`config.mk`:
```
export PLATFORM = sky130hd
export DESIGN_NAME = reduce_combine
export DESIGN_NICKNAME = d
export VERILOG_FILES = /design/src/rtl/reduce_combine.sv
export SDC_FILE = /design/constraint.sdc
export NUM_CORES = 1
export LEC_CHECK = 0
export BUFFER_PORTS_ARGS = -buffer_cell sky130_fd_sc_hd__buf_2
export CORE_AREA = 2 2 261 134
export DETAILED_ROUTE_END_ITERATION = 6
export DIE_AREA = 0 0 263 136
export PLACE_DENSITY = 0.92
export SYNTH_ARGS = -nofsm -noshare
export SYNTH_HDL_FRONTEND = slang
export SYNTH_SLANG_ARGS = --single-unit
```
`constraint.sdc`:
```
create_clock -name clk -period 8.1 [get_ports clk]
set_input_delay 0.81 -clock clk [delete_from_list [all_inputs] [get_ports clk]]
set_output_delay 0.81 -clock clk [all_outputs]
set_load 0.03 [all_outputs]
```
`src/rtl/reduce_combine.sv`:
```
// reduce_combine: receiving end of the reduce-instruction path.
// Flits tagged with a children count are folded into a small table keyed by
// {contextId, tag}; once the local and all child contributions have arrived a
// single 73-bit result flit is emitted toward the root.
// Optional build macro REDUCE_TIMEOUT_EN adds per-entry idle counters that
// flush a stale partial result (op field forced to 4'hF) after TimeoutCycles.
//
// Handshake: a flit on packetIn moves on a rising edge where packetIn[72] and
// inReady are both high; packetOut moves where packetOut[72] and outReady are
// both high. packetOut holds steady while not taken, and inReady never depends
// on packetIn[72].
module reduce_combine #(
  parameter logic [2:0] rank_x        = 3'b000,
  parameter logic [2:0] rank_y        = 3'b000,
  parameter logic [2:0] rank_z        = 3'b000,
  parameter int         FlitWidth     = 73,
  parameter int         ChildrenPos   = 73,
  parameter int         ChildrenWidth = 3,
  parameter int         TableSize     = 4,
  parameter int         TimeoutCycles = 255
) (
  input  logic                                 clk,
  input  logic                                 rst,
  input  logic [ChildrenPos+ChildrenWidth-1:0] packetIn,
  output logic                                 inReady,
  output logic [FlitWidth-1:0]                 packetOut,
  input  logic                                 outReady
);

  localparam int IW = (TableSize > 1) ? $clog2(TableSize) : 1;
  localparam int VB = FlitWidth - 1;

  // input field split
  logic [ChildrenWidth-1:0] w_children;
  logic                     w_in_valid;
  logic [7:0]               w_ctx;
  logic [7:0]               w_tag;
  logic [3:0]               w_op;
  logic [1:0]               w_alg;
  logic [8:0]               w_dst;
  logic [31:0]              w_payload;
  logic [8:0]               w_src;

  assign w_children = packetIn[ChildrenPos +: ChildrenWidth];
  assign w_in_valid = packetIn[72];
  assign w_dst      = packetIn[71:63];
  assign w_ctx      = packetIn[53:46];
  assign w_tag      = packetIn[45:38];
  assign w_alg      = packetIn[37:36];
  assign w_op       = packetIn[35:32];
  assign w_payload  = packetIn[31:0];
  assign w_src      = {rank_z, rank_y, rank_x};

  // reduction table
  logic [TableSize-1:0] r_valid;
  logic [7:0]           r_ctx [TableSize];
  logic [7:0]           r_tag [TableSize];
  logic [3:0]           r_op  [TableSize];
  logic [1:0]           r_alg [TableSize];
  logic [8:0]           r_dst [TableSize];
  logic [31:0]          r_acc [TableSize];
  logic [3:0]           r_rem [TableSize];

  logic [FlitWidth-1:0] r_out;

  logic          w_hit;
  logic [IW-1:0] w_hit_idx;
  logic          w_free;
  logic [IW-1:0] w_free_idx;
  logic          w_leaf;
  logic          w_stall;
  logic          w_accept;
  logic          w_upd_hit;
  logic          w_hit_last;
  logic          w_emit_leaf;
  logic          w_emit_hit;
  logic          w_alloc;
  logic          w_to_fire;
  logic [IW-1:0] w_to_idx;
  logic [31:0]   w_acc_new;
  logic          w_load;
  logic [FlitWidth-1:0] w_next_flit;

  // fold one payload into an accumulator; unknown ops behave as add
  function automatic logic [31:0] f_combine(input logic [3:0] op,
                                            input logic [31:0] a,
                                            input logic [31:0] b);
    logic [31:0] r;
    case (op)
      4'd1:    r = (a > b) ? a : b;
      4'd2:    r = (a < b) ? a : b;
      4'd3:    r = a & b;
      4'd4:    r = a | b;
      4'd5:    r = a ^ b;
      default: r = a + b;
    endcase
    return r;
  endfunction

  // key match against valid entries (at most one entry can hold a key)
  always_comb begin
    w_hit     = 1'b0;
    w_hit_idx = '0;
    for (int i = 0; i < TableSize; i++) begin
      if (r_valid[i] && (r_ctx[i] == w_ctx) && (r_tag[i] == w_tag)) begin
        w_hit     = 1'b1;
        w_hit_idx = IW'(i);
      end
    end
  end

  // lowest-index free entry for allocation
  always_comb begin
    w_free     = 1'b0;
    w_free_idx = '0;
    for (int i = TableSize - 1; i >= 0; i--) begin
      if (!r_valid[i]) begin
        w_free     = 1'b1;
        w_free_idx = IW'(i);
      end
    end
  end

  assign w_leaf      = (w_children == '0);
  assign w_stall     = r_out[VB] & ~outReady;
  assign inReady     = ~rst & ~w_stall & (w_hit | w_leaf | w_free);
  assign w_accept    = w_in_valid & inReady;
  // a leaf never touches the table, even if its key is in flight
  assign w_upd_hit   = w_accept & ~w_leaf & w_hit;
  assign w_hit_last  = (r_rem[w_hit_idx] == 4'd1);
  assign w_emit_leaf = w_accept & w_leaf;
  assign w_emit_hit  = w_upd_hit & w_hit_last;
  assign w_alloc     = w_accept & ~w_leaf & ~w_hit;
  // stored op wins over the op carried by the arriving flit
  assign w_acc_new   = f_combine(r_op[w_hit_idx], r_acc[w_hit_idx], w_payload);

`ifdef REDUCE_TIMEOUT_EN
  logic [7:0] r_idle [TableSize];
  logic       w_to_any;

  // pick the lowest stale entry not being touched by an accept this cycle
  always_comb begin
    w_to_any = 1'b0;
    w_to_idx = '0;
    for (int i = TableSize - 1; i >= 0; i--) begin
      if (r_valid[i] && (r_idle[i] == 8'(TimeoutCycles)) &&
          !(w_upd_hit && (w_hit_idx == IW'(i)))) begin
        w_to_any = 1'b1;
        w_to_idx = IW'(i);
      end
    end
  end

  assign w_to_fire = w_to_any & ~w_stall & ~w_emit_leaf & ~w_emit_hit;

  logic w_unused_fields;
  assign w_unused_fields = ^packetIn[62:54];
`else
  assign w_to_fire = 1'b0;
  assign w_to_idx  = '0;

  logic w_unused_fields;
  assign w_unused_fields = ^{packetIn[62:54], (TimeoutCycles != 0)};
`endif

  // select the flit to load into the output register; accepts beat flushes
  always_comb begin
    w_load      = 1'b0;
    w_next_flit = '0;
    if (w_emit_leaf) begin
      w_load      = 1'b1;
      w_next_flit = {1'b1, w_dst, w_src, packetIn[53:0]};
    end else if (w_emit_hit) begin
      w_load      = 1'b1;
      w_next_flit = {1'b1, r_dst[w_hit_idx], w_src, r_ctx[w_hit_idx],
                     r_tag[w_hit_idx], r_alg[w_hit_idx], r_op[w_hit_idx],
                     w_acc_new};
    end else if (w_to_fire) begin
      w_load      = 1'b1;
      w_next_flit = {1'b1, r_dst[w_to_idx], w_src, r_ctx[w_to_idx],
                     r_tag[w_to_idx], r_alg[w_to_idx], 4'hF, r_acc[w_to_idx]};
    end
  end

  // output register and table state update
  always_ff @(posedge clk) begin
    if (rst) begin
      r_out   <= '0;
      r_valid <= '0;
    end else begin
      if (w_load) begin
        r_out <= w_next_flit;
      end else if (r_out[VB] && outReady) begin
        r_out <= '0;
      end

      for (int i = 0; i < TableSize; i++) begin
`ifdef REDUCE_TIMEOUT_EN
        if (r_valid[i] && (r_idle[i] != 8'(TimeoutCycles))) begin
          r_idle[i] <= r_idle[i] + 8'd1;
        end
`endif
        if (w_to_fire && (w_to_idx == IW'(i))) begin
          r_valid[i] <= 1'b0;
        end
        if (w_upd_hit && (w_hit_idx == IW'(i))) begin
          if (w_hit_last) begin
            r_valid[i] <= 1'b0;
          end else begin
            r_acc[i] <= w_acc_new;
            r_rem[i] <= r_rem[i] - 4'd1;
          end
`ifdef REDUCE_TIMEOUT_EN
          r_idle[i] <= 8'd0;
`endif
        end
        if (w_alloc && (w_free_idx == IW'(i))) begin
          r_valid[i] <= 1'b1;
          r_ctx[i]   <= w_ctx;
          r_tag[i]   <= w_tag;
          r_op[i]    <= w_op;
          r_alg[i]   <= w_alg;
          r_dst[i]   <= w_dst;
          r_acc[i]   <= w_payload;
          r_rem[i]   <= 4'(w_children);
`ifdef REDUCE_TIMEOUT_EN
          r_idle[i]  <= 8'd0;
`endif
        end
      end
    end
  end

  assign packetOut = r_out;

endmodule
```
Yosys cells after proc, flatten, opt, wreduce, memory -nomap -nowiden
Memory sizes are Yosys's and may differ from the RTL's.
Index checks and enable logic that the tools add are counted.
W data, S select, Z words.
{"block": "word_totals", "regBits": 77, "latch_bits": 0, "ram_bits": 268, "rom_bits": 0, "input_bits": 79, "out_inout_bits": 74, "word_cells": 249, "memories": 7}
{"block": "op_classes", "addsub": 5, "mul": 0, "div_mod_pow": 0, "magnitude_cmp": 2, "n_eq_ne": 20, "n_shift": 0, "mux": 129, "n_bitwise": 27, "n_reduce_logical": 54}
{"name": "r_acc", "words": 4, "width": 32, "read_ports": 1, "rd_ports_with_merged_regs": 0, "write_ports": 1, "line": "61", "source": "logic [31:0] r_acc [TableSize];"}
{"name": "r_dst", "words": 4, "width": 9, "read_ports": 1, "rd_ports_with_merged_regs": 0, "write_ports": 1, "line": "60", "source": "logic [8:0] r_dst [TableSize];"}
{"name": "r_ctx", "words": 4, "width": 8, "read_ports": 5, "rd_ports_with_merged_regs": 0, "write_ports": 1, "line": "56", "source": "logic [7:0] r_ctx [TableSize];"}
{"name": "r_tag", "words": 4, "width": 8, "read_ports": 5, "rd_ports_with_merged_regs": 0, "write_ports": 1, "line": "57", "source": "logic [7:0] r_tag [TableSize];"}
{"name": "r_op", "words": 4, "width": 4, "read_ports": 1, "rd_ports_with_merged_regs": 0, "write_ports": 1, "line": "58", "source": "logic [3:0] r_op [TableSize];"}
{"name": "r_rem", "words": 4, "width": 4, "read_ports": 5, "rd_ports_with_merged_regs": 0, "write_ports": 1, "line": "62", "source": "logic [3:0] r_rem [TableSize];"}
{"name": "1 more memories"}
{"cell": "$mux W73", "count": 4}
{"cell": "$mux W32", "count": 9}
{"cell": "$pmux W32 S5", "count": 1}
{"cell": "$reduce_or A32 Y1", "count": 3}
{"cell": "$mux W1", "count": 66}
{"cell": "$eq A8 B8 Y1", "count": 8}
{"cell": "$mux W2", "count": 30}
{"cell": "$mux W8", "count": 6}
{"cell": "$reduce_or A8 Y1", "count": 6}
{"cell": "$mux W4", "count": 10}
{"cell": "$add A32 B32 Y32", "count": 1}
{"cell": "$and A32 B32 Y32", "count": 1}
{"cell": "$gt A32 B32 Y1", "count": 1}
{"cell": "$lt A32 B32 Y1", "count": 1}
{"cell": "$or A32 B32 Y32", "count": 1}
{"cell": "$xor A32 B32 Y32", "count": 1}
{"cell": "$mux W9", "count": 3}
{"cell": "$reduce_or A9 Y1", "count": 3}
{"cell": "$reduce_or A4 Y1", "count": 6}
{"cell": "$reduce_bool A2 Y1", "count": 9}
{"cell": "$logic_and A1 B1 Y1", "count": 17}
{"cell": "$sub A4 B1 Y4 const B", "count": 4}
{"cell": "$or A1 B1 Y1", "count": 10}
{"cell": "$and A1 B1 Y1", "count": 9}
{"cell": "10 further kinds", "count": 27}

Longest topological paths before layout
Gate-level depths: netlist (run 1).
An unclocked memory read counts as a cell.
{"block": "depth", "depth_word": 23, "ltp_mapped": 27, "ltp_nobuf": 21}

Least setup slack after synthesis (run 1)
OpenSTA, ideal clock, no wires.
{"block": "synth_path", "kind": "in2reg", "from": "in packetIn[47]", "to": "mem r_acc[0][16] (data pin)", "setup_time_ns": 0.260, "t_arrival_ns": 5.847, "required_ns": 7.840, "slack_ns": 1.993, "path_stages": 22, "path_buffers": 5, "path_cell_list": "buf_2 xor2_1 nor4_1 nand2_1 or4_1 clkbuf_1 buf_2 buf_2 o211ai_1 nand2_1 ha_1 clkbuf_1 nand4_1 or4_1 o21ai_0 a211oi_2 nor2_1 or3_1 a21o_2 o22ai_1 or4_4 mux2_2"}
{"block": "synth_between", "elab_chain_len": 22, "elab_cells_between_ends": 90, "cone_classes": "add/sub: 1; order compare: 2; eq/ne: 13; mux: 39; bitwise: 14; reduce/logical: 18; memory: 3"}
{"element": "from (decl)", "line": "24", "source": "input logic [ChildrenPos+ChildrenWidth-1:0] packetIn,"}
{"element": "branches (longest 21 deep; another with $mem_v2 Z4 W32)"}
{"element": "$mux W32 (no line) (*)"}
{"element": "to (decl)", "line": "61"}
Mark *: on every way between the ends.

==> results by group, run 1 <==
Synth
  • Register area share after synthesis: 0.456
  • Largest area contributor in the netlist: edfxtp_1
  • Most frequent cell after synthesis: edfxtp_1
  • Synthesized area: 20600 µm²
  • Post-synth top cells: 267 x edfxtp_1, 227 x nand2_1, 120 x mux2_2, 118 x nor2_1, 117 x a21oi_1
  • Flops & latches, synth: 336
  • Yosys warns: 0
  • Share of the synthesized area in the top cell type: 0.389
  • Number of synthesized flops with an enable pin: 267
  • Syn Area/Cell: 10.1 µm²
  • Cell variety after synth: just over 100
  • Ys flop type: edfxtp_1
  • Post-synth ARST share: 0
  • Synth area leaders: edfxtp_1 39%, dfxtp_1 6.7%, mux2_2 6.6%
  • Cells after Synth: 2049

Placed design
  • IO buf count: roughly 130
  • Post-Place Worst Slack: between 0.7 and 0.8 ns
  • Post-DP HPWL: 47600 µm
  • GPL Wtd Cong: between 1 and 1.5

STA
  • Final Hold Vio Count: 0
  • Worst-case clock skew: between 0.015 and 0.02 ns
  • Clock period minus worst slack: approximately 7.1 ns
  • RSZ-0062 raised after global routing: false
  • Fmax: 0.140 GHz
  • Setup-failing EPs final: 0
  • Worst-margin pin slew: 1.47 ns
  • Final Max Slew Viols: 0
  • Fin crit share: 0.880
  • Setup TNS: 0 ns
  • Final worst setup slack: around 0.97 ns
  • Max-slew headroom: 0.0132

Routing
  • DR DRC count: 0
  • Via density: between 6 and 7
  • WL final: around 69000 µm
  • Routed wl met2: approximately 28000 µm
  • DR WL met3: around 11000 µm
  • Detailed Routing Iterations Pass 1: 6
  • Vias: between 15k and 20k
  • Routed wire length per instance: between 20 and 30 µm
  • Met1 WL: between 20000 and 30000 µm
  • Top Layer Used: met4
  • Final ANT Viol Nets: 0
  • Starting DRC count in detailed routing: 3293

Outcome
  • Failing checks: capacitance limit
  • Outcome: complete, but fails checks

Pwr
  • Pwr/cell area: around 180 nW/µm²
  • Leakage: approximately 8.8 nW
  • Peak supply drop: roughly 0.17 mV

Worst setup path
  • CP Launch Type: flip-flop
  • CP max FO: 17
  • Crit. End Element: flip-flop
  • Crit Path Class: reg2reg
  • WP data required: approximately 8.4 ns
  • CP arrival: between 7 and 8 ns

Clocking
  • CTS tree: done
  • Clock Tree Buf Depth: 3
  • Hold Buf Count CTS: 0
  • Clock Latency Late Sink: ~0.6 ns
  • CTS resizes: 0
  • CTS clk-pin slew, worst paths: 0.07 ns
  • Count of clock tree sinks: about 340
  • Root Buffer: clkbuf_16
  • Post-CTS setup buffer count: 0
  • Inserted Clock Buffers: 29
  • H-tree depth: 1

Final layout
  • Fillers: between 2k and 3k
  • P&R area growth vs syn: 9.56%
  • NumNets Final: between 2k and 2.5k
  • Layout cell share with drive strength beyond 1: 0.191

Floorplan
  • Die width: 263 µm
  • Initial Utilization: 0.611
  • I/O pins: roughly 150
  • Core Area: between 30000 and 40000 µm²
  • Die Area: between 30000 and 40000 µm²
  • Rows: 48
  • Chip height: about 140 µm

Run
  • Max-Cap Viols: 1

Global routing
  • GRT Resource Usage Total: 0.384
  • First-pass GRT wire length: 104000 µm
  • GR Overflow Total: 0
  • Vias in the first global route: approximately 17k
  • Largest net degree at the start of global routing: a little under 70
  • Initial antenna violation count: 2

Worst hold path
  • Worst hold path type: reg2reg
## where the power goes
| group | leakage, nW | switching (mW) | internal, mW | total, mW |
|---|---|---|---|---|
| Sequential | 2.99 | 0.0138 | 1.93 | 1.94 |
| Combinational | 5.33 | 0.454 | 0.274 | 0.728 |
| Clock | 0.462 | 0.660 | 0.751 | 1.41 |
## layer usage
metal  track usage  up-vias
li1              -     7723
met1         0.549     8726
met2         0.542     1459
met3         0.141      191
met4         0.117        0
met5             0        -
## per-stage QoR
| stage | cells | area [µm²] | util | power, mW | hold slack [ns] |
|---|---|---|---|---|---|
| after floorplan | 2057 | 20600 | - | 2.46 | 0.477 |
| after global placement | 2541 | 21700 | 0.642 | 2.63 | 0.438 |
| after detailed placement | 2541 | 21700 | 0.642 | 2.67 | 0.446 |
| after CTS | 2595 | 22600 | 0.669 | 4.04 | 0.449 |
| after global routing | 2597 | 22600 | 0.669 | 4.19 | 0.455 |
| final | 2597 | 22600 | 0.669 | 4.08 | 0.454 |
## cell usage in the layout, fill, tap and decap left out, drive strengths merged, types with 7 or more instances in the layout
cell,instances
a211o,7
nor4,24
or4,12
nand2,229
o31ai,9
conb,9
o2111ai,7
dfxtp,69
clkinv,15
inv,103
edfxtp,267
mux2i,34
xnor2,62
a31oi,45
a2bb2oi,7
or3,15
nand3,58
nor3,44
a21oi,119
ha,100
o2bb2ai,20
o21ai,125
a211oi,11
and3,9
a221oi,9
mux2,121
nand4,30
nor2,119
and4,9
xor2,21
nor2b,12
a22oi,52
o211ai,19
o221ai,10
buf,185
clkbuf,39
a21o,20
nand2b,9
o21bai,10
## layout make-up
cell class | count | area, µm² | area share
Timing Repair Buffer | 185 | 1070 | 0.0472
Multi-Input combinational cell | 1465 | 10200 | 0.453
Antenna cell | 2 | 5.00 | 0.000222
Clock inverter | 15 | 126 | 0.00559
Tap cell | 450 | 563 | 0.0249
Sequential cell | 336 | 9400 | 0.416
Inverter | 105 | 394 | 0.0174
Clock buffer | 39 | 793 | 0.0351
## registers in the layout, summed over array words and instances (netlist names), 8 cells and up
register / cells
packetOut: 64
r_rem: 16
r_op: 16
r_dst: 36
r_tag: 32
r_ctx: 32
r_alg: 8
r_acc: 128
## kinds of logic (layout without fill, tap and decap cells)
kind of cell | Yosys count | after routing | synth area share
simple gates | 583 | 583 | 0.135
fa+ha+maj | 101 | 101 | 0.0617
compound gates | 534 | 534 | 0.175
mux | 155 | 155 | 0.0828
buf+inv | 256 | 344 | 0.0539
flops | 336 | 336 | 0.456
xor+xnor | 83 | 83 | 0.0353
other cells | 1 | 11 | 0.000182
## worst paths after layout
kind | start | end | slack [ns] | depth (start not counted)
worst max register to register | r_ctx[3][6]$_DFFE_PP_ | r_acc[2][2]$_DFFE_PP_ | 0.97 | 19
worst min-delay path | packetOut[44]$_SDFFE_PP0P_ | packetOut[44]$_SDFFE_PP0P_ | 0.45 | 2
worst min register to register | packetOut[44]$_SDFFE_PP0P_ | packetOut[44]$_SDFFE_PP0P_ | 0.45 | 2
worst max-delay path | r_ctx[3][6]$_DFFE_PP_ | r_acc[2][2]$_DFFE_PP_ | 0.97 | 19
## worst max-delay path: stages, from the launching register on
cell and delay (ns):
edfxtp_1 0.42, xnor2_1 0.56, nand4_1 0.34, or4_2 1.10, buf_4 0.33, mux2i_1 0.24
inv_1 0.11, ha_1 0.39, a21oi_1 0.19, o21ai_0 0.11, a221oi_1 0.42, o21ai_0 0.21
a211oi_2 0.52, nor2_1 0.20, nand3_2 0.15, a21o_1 0.44, buf_4 0.32, o221ai_1 0.19
o31ai_2 0.41, o21ai_0 0.17
No activity file was read; power rests on OpenSTA's default activity.
==> run 2: changes to the inputs <==
MAX_ROUTING_LAYER = met4   (was default)
==> run 2 against run 1 <==
Against the previous run: clock skew is 0.0013 ns higher; hold slack worse by 0.0013 ns; die area did not move; largest cell class unchanged; critical path type unchanged; the run ends with DRC left; via count rose by 0.37%; core utilization increased by 0.76 points; design area is 1.1% higher; wire length increased by 1.5%; global-route usage increased by 1.2 points; fmax shrank 0.23%; power grew 5.0%; clock power up 14%.
==> results by group, run 2 (synthesis results as in run 1) <==
STA
  • Setup TNS: 0 ns
  • Final Max Slew Viols: 0
  • Fmax: around 0.14 GHz
  • Worst-margin pin slew: between 1 and 1.5 ns
  • Final Hold Vio Count: 0
  • Fin Hold WS: 0.453 ns
  • Max-slew headroom: 0.169
  • Worst-case clock skew: ~0.017 ns
  • Clock period minus worst slack: slightly above 7 ns
  • Fin crit share: 0.882
  • RSZ-0062 raised after global routing: false
  • Setup-failing EPs final: 0

Global routing
  • Largest net degree at the start of global routing: 67
  • GRT Resource Usage Total: 0.396
  • First-pass GRT wire length: 104000 µm
  • Vias in the first global route: 17.1k
  • Initial antenna violation count: 3
  • GR Overflow Total: 0

Pwr
  • Leakage: roughly 9 nW
  • Pwr/cell area: about 190 nW/µm²
  • Peak supply drop: between 0.15 and 0.2 mV

Routing
  • Starting DRC count in detailed routing: ~3.3k
  • Vias: 18.2k
  • Detailed Routing Iterations Pass 1: 7
  • Final ANT Viol Nets: 0
  • Routed wire length per instance: ~27 µm
  • DR DRC count: 1
  • WL final: about 70000 µm
  • Via density: ~7.0

Floorplan
  • I/O pins: approximately 150
  • Core Area: 33800 µm²
  • Chip height: between 100 and 150 µm
  • Die width: 263 µm
  • Die Area: around 36000 µm²
  • Rows: 48
  • Initial Utilization: 0.611

Worst setup path
  • Crit path buffers/inverters: 2
  • Cell chain of the critical path: xnor2_1 > nand4_1 > or4_2 > buf_4 > mux2i_1 > inv_1 > ha_1 > fa_1 > nor2b_1 > o211ai_1 > a31oi_1 > a211oi_1 > a21oi_1 > o31ai_1 > o31a_1 > nor3_1 > or4_4 > mux2_2
  • CP max FO: 17
  • RR Endpoint: r_acc[3][16]$_DFFE_PP_
  • Crit Path Class: reg2reg
  • CP top delay family: simple AND/OR/NAND/NOR gates
  • Critical path endpoint: r_acc[3][16]$_DFFE_PP_
  • Largest stage delay, worst path: around 1.2 ns
  • WP data required: 8.45 ns
  • CP arrival: about 7.5 ns
  • FF-to-FF Start: r_ctx[3][4]$_DFFE_PP_
  • Worst setup startpoint: r_ctx[3][4]$_DFFE_PP_
  • CP Launch Type: flip-flop
  • Crit. End Element: flip-flop
  • Worst R2R Path Depth: 18
  • Crit-path slowest cell: or4_2
  • WP depth: 18
  • Reg2Reg Setup Slack: between 0.9 and 1 ns

Final layout
  • Biggest register: r_acc
  • NumNets Final: 2314
  • Most common cell after layout, fill and taps aside: edfxtp_1
  • Layout cell share with drive strength beyond 1: 0.198
  • P&R area growth vs syn: 10.8%
  • Most frequent cells in the layout: 267 x edfxtp_1, 226 x nand2_1, 134 x buf_2
  • Post-route non-filler standard cell count: ~2.6k
  • Max reg flops: approximately 130

Placed design
  • IO buf count: between 100 and 150
  • GPL Wtd Cong: a little over 1
  • Placed cells: ~2.6k
  • Post-DP HPWL: between 40000 and 50000 µm

Clocking
  • Post-CTS setup buffer count: 0
  • CTS clk-pin slew, worst paths: roughly 0.08 ns
  • Count of clock tree sinks: roughly 340
  • Inserted Clock Buffers: 30
  • CTS tree: done
  • Clock Latency Late Sink: a little under 0.6 ns
  • Root Buffer: clkbuf_16
  • Clock Tree Buf Depth: 3
  • Hold Buf Count CTS: 0
  • CTS resizes: 0
  • H-tree depth: 1

Worst hold path
  • Worst hold path type: in2reg
  • Min-delay src: packetIn[70]

Outcome
  • Failing checks: DRC
  • Outcome: complete, but fails checks

Run
  • Max-Cap Viols: 0
==> run 2: changes by cell type in the layout (fill, tap and decap cells not counted) <==
cell        change
clkbuf_1        -4
clkbuf_16       +2
buf_12          -1
diode_2         +3
bufinv_16       +4
clkbuf_8        +1
buf_4          +12
a21oi_2         +1
clkinv_4        +2
a21oi_1         -1
clkinv_2        -4
clkinvlp_4      +1
==> run 2: report_power, final <==
group / internal (mW) / total, mW / switching, mW
clock network: 0.928 / 1.61 / 0.683
logic: 0.277 / 0.733 / 0.456
registers: 1.93 / 1.94 / 0.0137
==> run 2: stage by stage <==
step | setup slack [ns] | instance area (µm²) | utilization | power, mW
floorplan | 1.99 | 20600 | - | 2.46
global placement | 0.863 | 21700 | 0.644 | 2.64
detailed placement | 0.698 | 21700 | 0.644 | 2.67
CTS | 1.26 | 22800 | 0.677 | 4.25
global route | 0.718 | 22800 | 0.677 | 4.39
finish | 0.952 | 22800 | 0.677 | 4.28
==> run 2: worst min path at each step <==
stage	cells after the start	to	slack (ns)
after floorplan	2	r_rem[2][3]$_SDFFE_PP0P_	0.48
after global placement	2	packetOut[44]$_SDFFE_PP0P_	0.44
after detailed placement	2	packetOut[52]$_SDFFE_PP0P_	0.45
after CTS	1	r_alg[1][0]$_DFFE_PP_	0.44
after global routing	1	r_dst[3][7]$_DFFE_PP_	0.45
final	1	r_dst[3][7]$_DFFE_PP_	0.45
==> run 2: area by class of cell <==
class	count	area, µm²
clock buffer	38	842
inverter	105	394
timing repair buffer	196	1140
multi-input combinational	1465	10200
antenna	5	12.5
tap	450	563
clock inverter	18	251
fill	2525	10900
sequential	336	9400
==> run 2: layer usage <==
layer | global-route usage | vias to the layer above | wire, µm
li1 | - | 7754 | -
met1 | 0.557 | 8705 | 28400
met2 | 0.541 | 1495 | 28400
met3 | 0.130 | 212 | 11500
met4 | 0.119 | 0 | 2270
met5 | - | - | 0
